File: config.mk
export PLATFORM = sky130hd
export DESIGN_NAME = fifo_rd_packer_flat
export DESIGN_NICKNAME = d
export VERILOG_FILES = /design/src/rtl/fifo_pkg.sv /design/src/rtl/fifo_rd_packer_if.sv /design/src/rtl/fifo_rd_packer_pack_out_reg.sv /design/src/rtl/fifo_rd_packer.sv /design/src/flat_wrapper.sv
export SDC_FILE = /design/constraint.sdc
export NUM_CORES = 1
export LEC_CHECK = 0
export ABC_AREA = 1
export CORE_UTILIZATION = 58
export CTS_CLUSTER_DIAMETER = 150
export DETAILED_ROUTE_END_ITERATION = 10
export HOLD_SLACK_MARGIN = 0.15
export PLACE_DENSITY = 0.94
export SLEW_MARGIN = 20
export SYNTH_ARGS = -nofsm -noshare
export SYNTH_HDL_FRONTEND = slang
export SYNTH_SLANG_ARGS = --single-unit
export TNS_END_PERCENT = 20
File: constraint.sdc
create_clock -name clk -period 4.1 [get_ports clk]
set_input_delay 0.41 -clock clk [delete_from_list [all_inputs] [get_ports clk]]
set_output_delay 0.41 -clock clk [all_outputs]
set_load 0.05 [all_outputs]
File: src/rtl/fifo_pkg.sv
// Shared defaults, FSM state encoding and keep-mask helper for the FIFO read-side packer.
package fifo_pkg;
   localparam int DATA_WIDTH_DEF = 8;
   localparam int PACK_N_DEF     = 4;
   localparam int PACK_N_MAX     = 8;

   typedef enum logic [1:0] {
      ST_FILL       = 2'd0,
      ST_FLUSH_WAIT = 2'd1,
      ST_EMIT       = 2'd2
   } pack_state_e;

   function automatic logic [PACK_N_MAX-1:0] keep_from_cnt(input logic [3:0] cnt);
      logic [PACK_N_MAX-1:0] keep;
      keep = '0;
      for (int i = 0; i < PACK_N_MAX; i++) begin
         keep[i] = (4'(i) < cnt);
      end
      return keep;
   endfunction
endpackage

File: src/rtl/fifo_rd_packer_if.sv
// FIFO read port, flush control and packed output stream of the read-side packer.
// Output stream: a word transfers on a clock edge where out_valid & out_ready; once raised,
// out_valid and out_data/out_keep hold until that transfer, and out_ready may change freely.
interface fifo_rd_packer_if
   import fifo_pkg::*;
#(
   parameter int DATA_WIDTH = DATA_WIDTH_DEF,
   parameter int PACK_N     = PACK_N_DEF
);
   logic                         fifo_empty;
   logic [DATA_WIDTH-1:0]        fifo_rdata;
   logic                         fifo_rinc;
   logic                         flush;
   logic                         flush_done;
   logic                         out_valid;
   logic                         out_ready;
   logic [PACK_N*DATA_WIDTH-1:0] out_data;
   logic [PACK_N-1:0]            out_keep;

   modport master (
      input  fifo_empty, fifo_rdata, flush, out_ready,
      output fifo_rinc, flush_done, out_valid, out_data, out_keep
   );

   modport slave (
      output fifo_empty, fifo_rdata, flush, out_ready,
      input  fifo_rinc, flush_done, out_valid, out_data, out_keep
   );
endinterface

File: src/rtl/fifo_rd_packer_pack_out_reg.sv
// Output word register: loads on strobe, holds data/keep until the downstream handshake.
module pack_out_reg #(
   parameter int WORD_W = 32,
   parameter int KEEP_W = 4
) (
   input  logic              clk,
   input  logic              rst,
   input  logic              load_i,
   input  logic              ready_i,
   input  logic [WORD_W-1:0] data_i,
   input  logic [KEEP_W-1:0] keep_i,
   output logic              valid_o,
   output logic [WORD_W-1:0] data_o,
   output logic [KEEP_W-1:0] keep_o,
   output logic              free_o
);
   logic              valid_q, valid_d;
   logic [WORD_W-1:0] data_q, data_d;
   logic [KEEP_W-1:0] keep_q, keep_d;

   // Free when empty or when the held word leaves this cycle.
   assign free_o  = !valid_q || ready_i;
   assign valid_o = valid_q;
   assign data_o  = data_q;
   assign keep_o  = keep_q;

   always_comb begin
      valid_d = valid_q;
      data_d  = data_q;
      keep_d  = keep_q;
      if (load_i) begin
         valid_d = 1'b1;
         data_d  = data_i;
         keep_d  = keep_i;
      end else if (ready_i) begin
         valid_d = 1'b0;
      end
   end

   always_ff @(posedge clk or posedge rst) begin
      if (rst) begin
         valid_q <= 1'b0;
         data_q  <= '0;
         keep_q  <= '0;
      end else begin
         valid_q <= valid_d;
         data_q  <= data_d;
         keep_q  <= keep_d;
      end
   end
endmodule

File: src/rtl/fifo_rd_packer.sv
// Drains bytes from the FIFO read port and packs PACK_N of them little-endian per output word.
module fifo_rd_packer
   import fifo_pkg::*;
#(
   parameter int DATA_WIDTH = DATA_WIDTH_DEF,
   parameter int PACK_N     = PACK_N_DEF
) (
   input  logic             clk,
   input  logic             rst,
   fifo_rd_packer_if.master bus,
   output pack_state_e      dbg_state_o
);
   localparam int CNT_W  = $clog2(PACK_N + 1);
   localparam int WORD_W = PACK_N * DATA_WIDTH;

   pack_state_e                       state_q, state_d;
   logic [CNT_W-1:0]                  cnt_q, cnt_d, cnt_cap;
   logic                              inflight_q;
   logic [PACK_N-1:0][DATA_WIDTH-1:0] acc_q, acc_d, acc_cap;
   logic [CNT_W:0]                    occupancy;
   logic                              room, rollover, rinc;
   logic                              out_valid, out_free, load;
   logic [PACK_N-1:0]                 ld_keep;

   assign occupancy = {1'b0, cnt_q} + (CNT_W+1)'(inflight_q);
   assign room      = occupancy < (CNT_W+1)'(PACK_N);
   // The landing byte completes a word into an idle output register, so lane 0 is free again
   // next cycle; popping now keeps back-to-back words free of read bubbles.
   assign rollover  = inflight_q && (cnt_q == CNT_W'(PACK_N - 1)) && !out_valid;
   assign rinc      = !rst && !bus.fifo_empty && (state_q == ST_FILL) && (room || rollover);

   assign bus.fifo_rinc  = rinc;
   assign bus.out_valid  = out_valid;
   assign bus.flush_done = (state_q == ST_EMIT);
   assign dbg_state_o    = state_q;

   always_comb begin
      acc_cap = acc_q;
      for (int i = 0; i < PACK_N; i++) begin
         if (inflight_q && (cnt_q == CNT_W'(i))) begin
            acc_cap[i] = bus.fifo_rdata;
         end
      end
      cnt_cap = cnt_q + CNT_W'(inflight_q);
      acc_d   = acc_cap;
      cnt_d   = cnt_cap;
      state_d = state_q;
      load    = 1'b0;
      ld_keep = '1;

      if ((cnt_cap == CNT_W'(PACK_N)) && out_free) begin
         load  = 1'b1;
         cnt_d = '0;
         acc_d = '0;
      end

      unique case (state_q)
         ST_FILL: begin
            if (bus.flush) state_d = ST_FLUSH_WAIT;
         end
         ST_FLUSH_WAIT: begin
            if (!inflight_q && out_free) begin
               if (cnt_q != '0) begin
                  load    = 1'b1;
                  ld_keep = PACK_N'(keep_from_cnt(4'(cnt_q)));
               end
               cnt_d   = '0;
               acc_d   = '0;
               state_d = ST_EMIT;
            end
         end
         ST_EMIT: begin
            state_d = ST_FILL;
         end
         default: begin
            state_d = ST_FILL;
         end
      endcase
   end

   always_ff @(posedge clk or posedge rst) begin
      if (rst) begin
         state_q    <= ST_FILL;
         cnt_q      <= '0;
         inflight_q <= 1'b0;
         acc_q      <= '0;
      end else begin
         state_q    <= state_d;
         cnt_q      <= cnt_d;
         inflight_q <= rinc;
         acc_q      <= acc_d;
      end
   end

   pack_out_reg #(
      .WORD_W (WORD_W),
      .KEEP_W (PACK_N)
   ) u_out_reg (
      .clk     (clk),
      .rst     (rst),
      .load_i  (load),
      .ready_i (bus.out_ready),
      .data_i  (acc_cap),
      .keep_i  (ld_keep),
      .valid_o (out_valid),
      .data_o  (bus.out_data),
      .keep_o  (bus.out_keep),
      .free_o  (out_free)
   );
endmodule

File: src/flat_wrapper.sv
// flat-port wrapper written by rule: the top's interface ports become plain ports
module fifo_rd_packer_flat import fifo_pkg::*;
#(
   parameter int DATA_WIDTH = DATA_WIDTH_DEF,
   parameter int PACK_N     = PACK_N_DEF
)
  (clk, rst, dbg_state_o, bus_fifo_empty, bus_fifo_rdata, bus_flush, bus_out_ready, bus_fifo_rinc, bus_flush_done, bus_out_valid, bus_out_data, bus_out_keep);
  fifo_rd_packer_if #(.DATA_WIDTH(DATA_WIDTH), .PACK_N(PACK_N)) bus_i ();
  input  logic clk;
  input  logic rst;
  output pack_state_e dbg_state_o;
  input wire logic [$bits(bus_i.fifo_empty)-1:0] bus_fifo_empty;
  input wire logic [$bits(bus_i.fifo_rdata)-1:0] bus_fifo_rdata;
  input wire logic [$bits(bus_i.flush)-1:0] bus_flush;
  input wire logic [$bits(bus_i.out_ready)-1:0] bus_out_ready;
  output wire logic [$bits(bus_i.fifo_rinc)-1:0] bus_fifo_rinc;
  output wire logic [$bits(bus_i.flush_done)-1:0] bus_flush_done;
  output wire logic [$bits(bus_i.out_valid)-1:0] bus_out_valid;
  output wire logic [$bits(bus_i.out_data)-1:0] bus_out_data;
  output wire logic [$bits(bus_i.out_keep)-1:0] bus_out_keep;
  assign bus_i.fifo_empty = bus_fifo_empty;
  assign bus_i.fifo_rdata = bus_fifo_rdata;
  assign bus_i.flush = bus_flush;
  assign bus_i.out_ready = bus_out_ready;
  assign bus_fifo_rinc = bus_i.fifo_rinc;
  assign bus_flush_done = bus_i.flush_done;
  assign bus_out_valid = bus_i.out_valid;
  assign bus_out_data = bus_i.out_data;
  assign bus_out_keep = bus_i.out_keep;
  fifo_rd_packer #(.DATA_WIDTH(DATA_WIDTH), .PACK_N(PACK_N)) u_core (.clk(clk), .rst(rst), .bus(bus_i), .dbg_state_o(dbg_state_o));
endmodule
==> impl_results.md, run 1 <==
- Status: finished, final reports clean
- Max Buffers Root-to-Sink: 2
- Fin. Hold Viols: 0
- EDFF count, synth: 0
- ANT nets after route: 0
- Hold Slack: between 0.5 and 0.6 ns
- FILL cells: between 400 and 500
- Crit-path cells: ha_1 > ha_1 > xor2_4 > inv_1 > nand2_1 > a21oi_1 > clkdlybuf4s50_1
- Layout cells sized above 1: 15.0%
- Final nets: 471
- Drt first pass iters: 4
- Max-cap viol count: 0
- Number of vias per cell: ~5.3
- Critical path type: flop to primary output
- Global-route usage over all layers: between 20% and 30%
- Syn-to-layout area delta: 17.3%
- Die area: approximately 0.0066 mm^2
- Pin count of the biggest net entering global routing: 50
- Worst Hold Depth: 1
- Tightest Hold Check Type: flop to flop
- R2r startpoint: u_core.inflight_q$_DFF_PP0_
- CTS resizes: 0
- # rows: 28
- RSZ-0062 raised after global routing: no
- Ant. Diodes: 0
- Fin crit period: around 3.2 ns
- Max_slew headroom: 44.2%
- Worst-path maximum fanout: 13
- Placed Area: 0.00409 mm^2
- Final wirelength: ~7900 um
- Seq/Total Area, Yosys: approximately half
- Worst reg-to-reg path cell count: 9
- DRT iter0 DRCs: around 230
- Yosys warns: 0
- Reg2reg end: u_core.acc_q[20]$_DFF_PP0_
- Die Ht: between 80 and 90 um
- Clock Latency Late Sink: ~0.35 ns
- Fin crit share: approximately four fifths
- Crit path largest cell delay: approximately 0.85 ns
- CP max stage cell: clkdlybuf4s50_1
- Htree depth: 3
- Initial core utilization: around 61%
- Pwr Total: about 3300 uW
- Top delay family on crit path: buffers and inverters
- Post-synth ARST share: 100%
- Worst path required time: approximately 3.7 ns
- Num CTS Buffers: 9
- TritonCTS clock tree: yes
- Final setup viols: 0
- HP Start: u_core.u_out_reg.keep_o[0]$_DFFE_PP0P_
- Crit end category: primary output
- PortBufs: 53
- I/O pins: 54
- Vias in the first global route: about 2800
- Clk sinks: 75
- Synth Instances: ~400
- Most used cell, CP: ha_1
- Lkg Pwr: 0.00214 uW
- Peak supply drop: between 0.6 and 0.7 mV
- Multi-input gate area: between 0.001 and 0.0015 mm^2
- Number of distinct library cells after synthesis: 23
- Grt ovf: 0
- Reg clk slew, reported paths: roughly 0.070 ns
- Mean routed wirelength per cell: 14.8 um
- Clock skew: around 0.007 ns
- First-pass GRT wire length: ~13000 um
- Place WS: between 1 and 1.5 ns
- Setup ws final: between 0.8 and 0.9 ns
- Placer Congestion: roughly 0.87
- Register bit total from synthesis: 75
- Worst path bufs/invs: 2
- CTS Root Cell: clkbuf_8
- Design area: 0.00426 mm^2
- Tightest Pin Transition: roughly 0.84 ns
- Worst Hold End: u_core.u_out_reg.keep_o[0]$_DFFE_PP0P_
- Initial antenna violation count: 0
- PwrDens: 765 mW/mm^2
- Post-CTS Setup Inserts: 0
- Hold_buf cts: 0
- Reg2Reg Setup Slack: 1.47 ns
- Post-synthesis cell area: between 0.003 and 0.004 mm^2
- Predominant post-synthesis flop cell: dfrtp_1
- Setup crit start kind: flop
- Vias after detailed routing: 2828
- Hpwl dp: between 5000 and 6000 um
- DIE WIDTH: around 81 um
- Setup_tns: 0 ns
- Drt drc: 0
- Core ar.: 0.00599 mm^2
- Register area: ~0.0019 mm^2
- Max-slew violations: 0
- Post-synthesis average cell area: a little under 9 um^2
- CP arrival: between 2 and 3 ns
- F_max: 309 MHz
- Post-Syn Nets: between 400 and 500
-- stage by stage --
step	utilization (%)	instances
floorplan	-	409
global placement	68.2	520
detailed placement	68.2	520
CTS	71.1	536
global route	71.1	536
finish	71.1	536
-- routing by layer --
metal  part of all wire (%)  wire length [um]  up-vias  track usage [%]
met4                    3.3               263        0             15.2
met5                      0                 0        -                0
li1                       -                 -     1352                -
met3                    6.4               509       24             5.51
met1                     42              3340     1343             36.1
met2                     48              3830      109             43.6
-- cell type report --
| type | count | area share, % |
|---|---|---|
| flip-flops and latches | 75 | 44.0 |
| multi-input cells | 262 | 32.1 |
| inverters | 52 | 4.61 |
| clock inverters | 2 | 0.235 |
| clock buffers | 14 | 3.82 |
| well taps | 75 | 2.20 |
| repair buffers | 56 | 13.0 |
-- cells in the final DEF, fill, tap and decap left out --
cell and n:
nand4_1 8, clkbuf_8 11, o21ai_2 9, ha_1 2, clkdlybuf4s50_1 53, nor2_2 2, a21oi_1 3, clkinv_2 3
xor2_4 1, nand2_2 2, nand3_1 20, inv_2 3, buf_4 3, nand3_2 30, nand2_1 129, o21ai_1 2
inv_1 48, nand2_4 3, nor2_1 41, o21ai_0 7, clkbuf_1 3, nand3b_1 1, nor2_4 2, dfrtp_1 75
-- registers in the layout, indices dropped and copies added, names as in the netlist --
name                      flops
u_core.u_out_reg.valid_o      1
u_core.dbg_state_o            2
u_core.u_out_reg.keep_o       4
u_core.cnt_q                  3
u_core.inflight_q             1
u_core.u_out_reg.data_o      32
u_core.acc_q                 32
-- report_power, final --
group	switching, uW	internal [uW]	total (uW)
sequential	157	970	1130
clock	263	252	515
combinational	1120	499	1620
total	1540	1720	3260
-- worst reg2reg max path, stage by stage, from the launching register on --
cell	delay [ns]
dfrtp_1	0.55
ha_1	0.31
ha_1	0.28
inv_1	0.07
nand2_1	0.05
nor2_1	0.19
nand2_4	0.38
o21ai_2	0.16
buf_4	0.36
nor2_1	0.14
-- cell usage after synthesis, types with 3 or more instances --
master   instances  area share, %
nand3_2         30            8.3
dfrtp_1         75             52
o21ai_0          7           0.96
o21ai_2          9            2.2
buf_2            3           0.41
nor2_1          41            4.2
nand2_4          3           0.93
nand3_1         20            2.8
inv_1           49            5.1
buf_6            9            2.8
nand2_1        129             13
buf_4            6            1.2
nand4_1          8            1.4
inv_2            3           0.31
a21oi_1          3           0.41
-- worst max-delay path by stage --
stage | start | endpoint | cells past startpoint
2_1_floorplan | u_core.cnt_q[0]$_DFF_PP0_ | bus_fifo_rinc | 6
3_3_place_gp | u_core.inflight_q$_DFF_PP0_ | bus_fifo_rinc | 7
3_5_place_dp | u_core.inflight_q$_DFF_PP0_ | bus_fifo_rinc | 7
4_1_cts | u_core.inflight_q$_DFF_PP0_ | bus_fifo_rinc | 7
5_1_grt | u_core.inflight_q$_DFF_PP0_ | bus_fifo_rinc | 7
6_report | u_core.inflight_q$_DFF_PP0_ | bus_fifo_rinc | 7
-- logic make-up after synthesis --
kind of cell               after synthesis  synth area share (%)
AOI/OAI and AO/OA                       21                  3.82
xor gates and xnor gates                 1                 0.758
buffers and inverters                   72                  10.6
adders and majority gates                2                 0.689
and+or+nand+nor                        238                  32.4
DFF                                     75                  51.7
(Power assumes the default switching activity.)
==> inputs of run 2 (changes only) <==
CORE_UTILIZATION = 54   (was 58)
PLACE_DENSITY = 0.89   (was 0.94)
clock period = 3.2 ns   (was 4.1 ns; I/O delays follow)
==> run 2 against run 1 <==
Compared with the run above:
- the run now ends with design-rule violations left
- worst setup slack lost 0.42 ns
- count of clock-buffer cells in the layout did not move
- sequential power up 27%
- clock skew rose by 0.00059 ns
- global-route usage is 3.1 points lower
- worst hold slack lost 0.19 ns
- design area grew 0.44%
- first-iteration DRC count rose by 16%
- cell count increased by 0.75%
- power rose by 28%
- clock power grew 27%
- critical path type unchanged
- largest cell class unchanged
- highest routed layer unchanged
==> impl_results.md, run 2 (synthesis results as in run 1) <==
- Status: complete, but fails checks
- Failing checks: design-rule violations
- Reg clk slew, reported paths: 0.07 ns (about the same)
- Top delay family on crit path: buffers and inverters
- Crit-path cells: ha_1 > ha_1 > xor2_4 > inv_1 > nand2_1 > a21oi_1 > dlymetal6s2s_1
- Initial core utilization: 56.6% (-4.1 points)
- CTS Root Cell: clkbuf_8
- Setup crit start kind: flop
- Crit path largest cell delay: 0.54 ns (-0.31 ns)
- Multi-input gate area: 0.00137 mm^2 (unchanged)
- Hold_buf cts: 0 (unchanged)
- Vias after detailed routing: 2822 (-0.21%)
- F_max: ~360 MHz
- Reg2Reg Setup Slack: 0.85 ns (-0.62 ns)
- Worst path bufs/invs: 2 (unchanged)
- Lkg Pwr: 0.00216 uW (+1.2%)
- FILL cells: 509 (+15%)
- Clock skew: 0.00761 ns (+0.000585 ns)
- Num CTS Buffers: 9 (unchanged)
- Fin crit period: 2.76 ns
- Fin crit share: about 86%
- DRT iter0 DRCs: 260 (+16%)
- Register area: 0.00188 mm^2 (unchanged)
- Worst-path maximum fanout: 13 (unchanged)
- Grt ovf: 0 (unchanged)
- Global-route usage over all layers: 24.7% (-3.1 points)
- Post-CTS Setup Inserts: 0 (unchanged)
- Max-cap viol count: 0 (unchanged)
- Commonest non-fill, non-tap cell in the layout: nand2_1
- Design area: 0.00428 mm^2 (+0.44%)
- Syn-to-layout area delta: 17.8%
- Final nets: 473 (+0.42%)
- Setup_tns: 0 ns (unchanged)
- ANT nets after route: 0 (unchanged)
- Max_slew headroom: 63.9% (+20 points)
- Mean routed wirelength per cell: 14.8 um (-0.53%)
- Drt drc: 10 (+10)
- Number of vias per cell: 5.23 (-0.95%)
- Drt first pass iters: 7 (+3)
- I/O pins: 54 (unchanged)
- Final wirelength: 7970 um (+0.21%)
- Htree depth: 3 (unchanged)
- Peak supply drop: 0.682 mV (-0.50%)
- Core ar.: 0.00642 mm^2 (+7.2%)
- Critical path type: flop to primary output
- Most frequent cells in the layout: nand2_1 (129), dfrtp_1 (75), clkdlybuf4s50_1 (52), inv_1 (48), nor2_1 (41)
- CP max stage cell: dfrtp_1
- # rows: 29 (+3.6%)
- Placer Congestion: 0.870 (-0.21%)
- Tightest Hold Check Type: input pin to async pin
- RSZ-0062 raised after global routing: no
- Clock Latency Late Sink: 0.35 ns (about the same)
- Clk sinks: 75 (unchanged)
- CP arrival: 2.44 ns (-0.39 ns)
- PwrDens: 975 mW/mm^2 (+27%)
- DIE WIDTH: 84.0 um (+3.5%)
- PortBufs: 53 (unchanged)
- Worst path required time: 2.88 ns (-0.81 ns)
- TritonCTS clock tree: yes
- Pin count of the biggest net entering global routing: 38 (-24%)
- Hpwl dp: 5580 um (+3.9%)
- Die Ht: 84.0 um (+3.5%)
- Most used cell, CP: ha_1
- Ant. Diodes: 0 (unchanged)
- Final setup viols: 0 (unchanged)
- Tightest Pin Transition: 0.541 ns (-0.294 ns)
- Fin. Hold Viols: 0 (unchanged)
- Max-slew violations: 0 (unchanged)
- Placed Area: 0.00411 mm^2 (+0.43%)
- Initial antenna violation count: 0 (unchanged)
- First-pass GRT wire length: 13500 um (+0.92%)
- Max Buffers Root-to-Sink: 2 (unchanged)
- Layout cells sized above 1: 15.3% (+0.37 points)
- Crit end category: primary output
- Vias in the first global route: 2806 (+0.94%)
- Die area: 0.00706 mm^2 (+7.2%)
## run 2: changes by cell type in the layout (fill, tap and decap cells not counted)
cell | previous run | this run
clkinv_2 | 3 | 2
dlymetal6s2s_1 | 0 | 1
clkdlybuf4s50_1 | 53 | 52
buf_4 | 3 | 5
inv_2 | 3 | 4
## run 2: report_power, final
part | internal, uW | switching, uW | leakage [uW] | total (uW)
clock | 323 | 330 | 0.0000905 | 652
combinational | 642 | 1430 | 0.00106 | 2080
sequential | 1240 | 201 | 0.00102 | 1440
total | 2210 | 1960 | 0.00216 | 4170
## run 2: worst paths after layout
| check | from | to | depth (start not counted) |
|---|---|---|---|
| max | u_core.inflight_q$_DFF_PP0_ | bus_fifo_rinc | 7 |
| min | rst | u_core.dbg_state_o[1]$_DFFE_PP0P_ | 2 |
| max reg2reg | u_core.inflight_q$_DFF_PP0_ | u_core.acc_q[31]$_DFF_PP0_ | 9 |
| min reg2reg | u_core.u_out_reg.keep_o[0]$_DFFE_PP0P_ | u_core.u_out_reg.keep_o[0]$_DFFE_PP0P_ | 1 |
| max in group asynchronous | rst | u_core.acc_q[11]$_DFF_PP0_ | 3 |
| min in group clk | u_core.u_out_reg.keep_o[0]$_DFFE_PP0P_ | u_core.u_out_reg.keep_o[0]$_DFFE_PP0P_ | 1 |
## run 2: layer usage
layer  track usage (%)  vias to the layer above  routed length [um]
li1                  -                     1360                   -
met1              32.8                     1351                3490
met2              40.0                       95                3870
met3              3.96                       16                 434
met4              10.8                        0                 164
met5                 0                        -                   0
## run 2: layout make-up
type	instances	share of cell area [%]
Inverter	52	4.56
Timing Repair Buffer	58	13.3
Clock inverter	2	0.234
Sequential cell	75	43.8
Clock buffer	14	3.80
Tap cell	77	2.25
Multi-Input combinational cell	262	32.0
## run 2: repair_timing
action	in CTS	in global routing
endpoints found under the setup margin	0	1
endpoints found under the hold margin	0	0
gates resized for setup	0	1
## run 2: worst register-to-register path, delay by kind of cell, from the launching register on
kind                     cells  cell delay [ns]
AO/OA/AOI/OAI                1             0.11
buffers and inverters        2             0.41
flip-flops                   1             0.54
adder cells (fa/ha/maj)      2             0.59
AND/OR/NAND/NOR              4             0.57
## run 2: stage by stage
step                worst slack, ns  total power (uW)  hold WS [ns]  cells  utilization, %
floorplan                     0.955              2980         0.441    409               -
global placement              0.565              3460         0.457    524            63.9
detailed placement            0.448              3530         0.463    524            63.9
CTS                          0.0636              4190         0.321    540            66.6
global route                  0.317              4400         0.365    540            66.6
finish                        0.443              4170         0.307    540            66.6
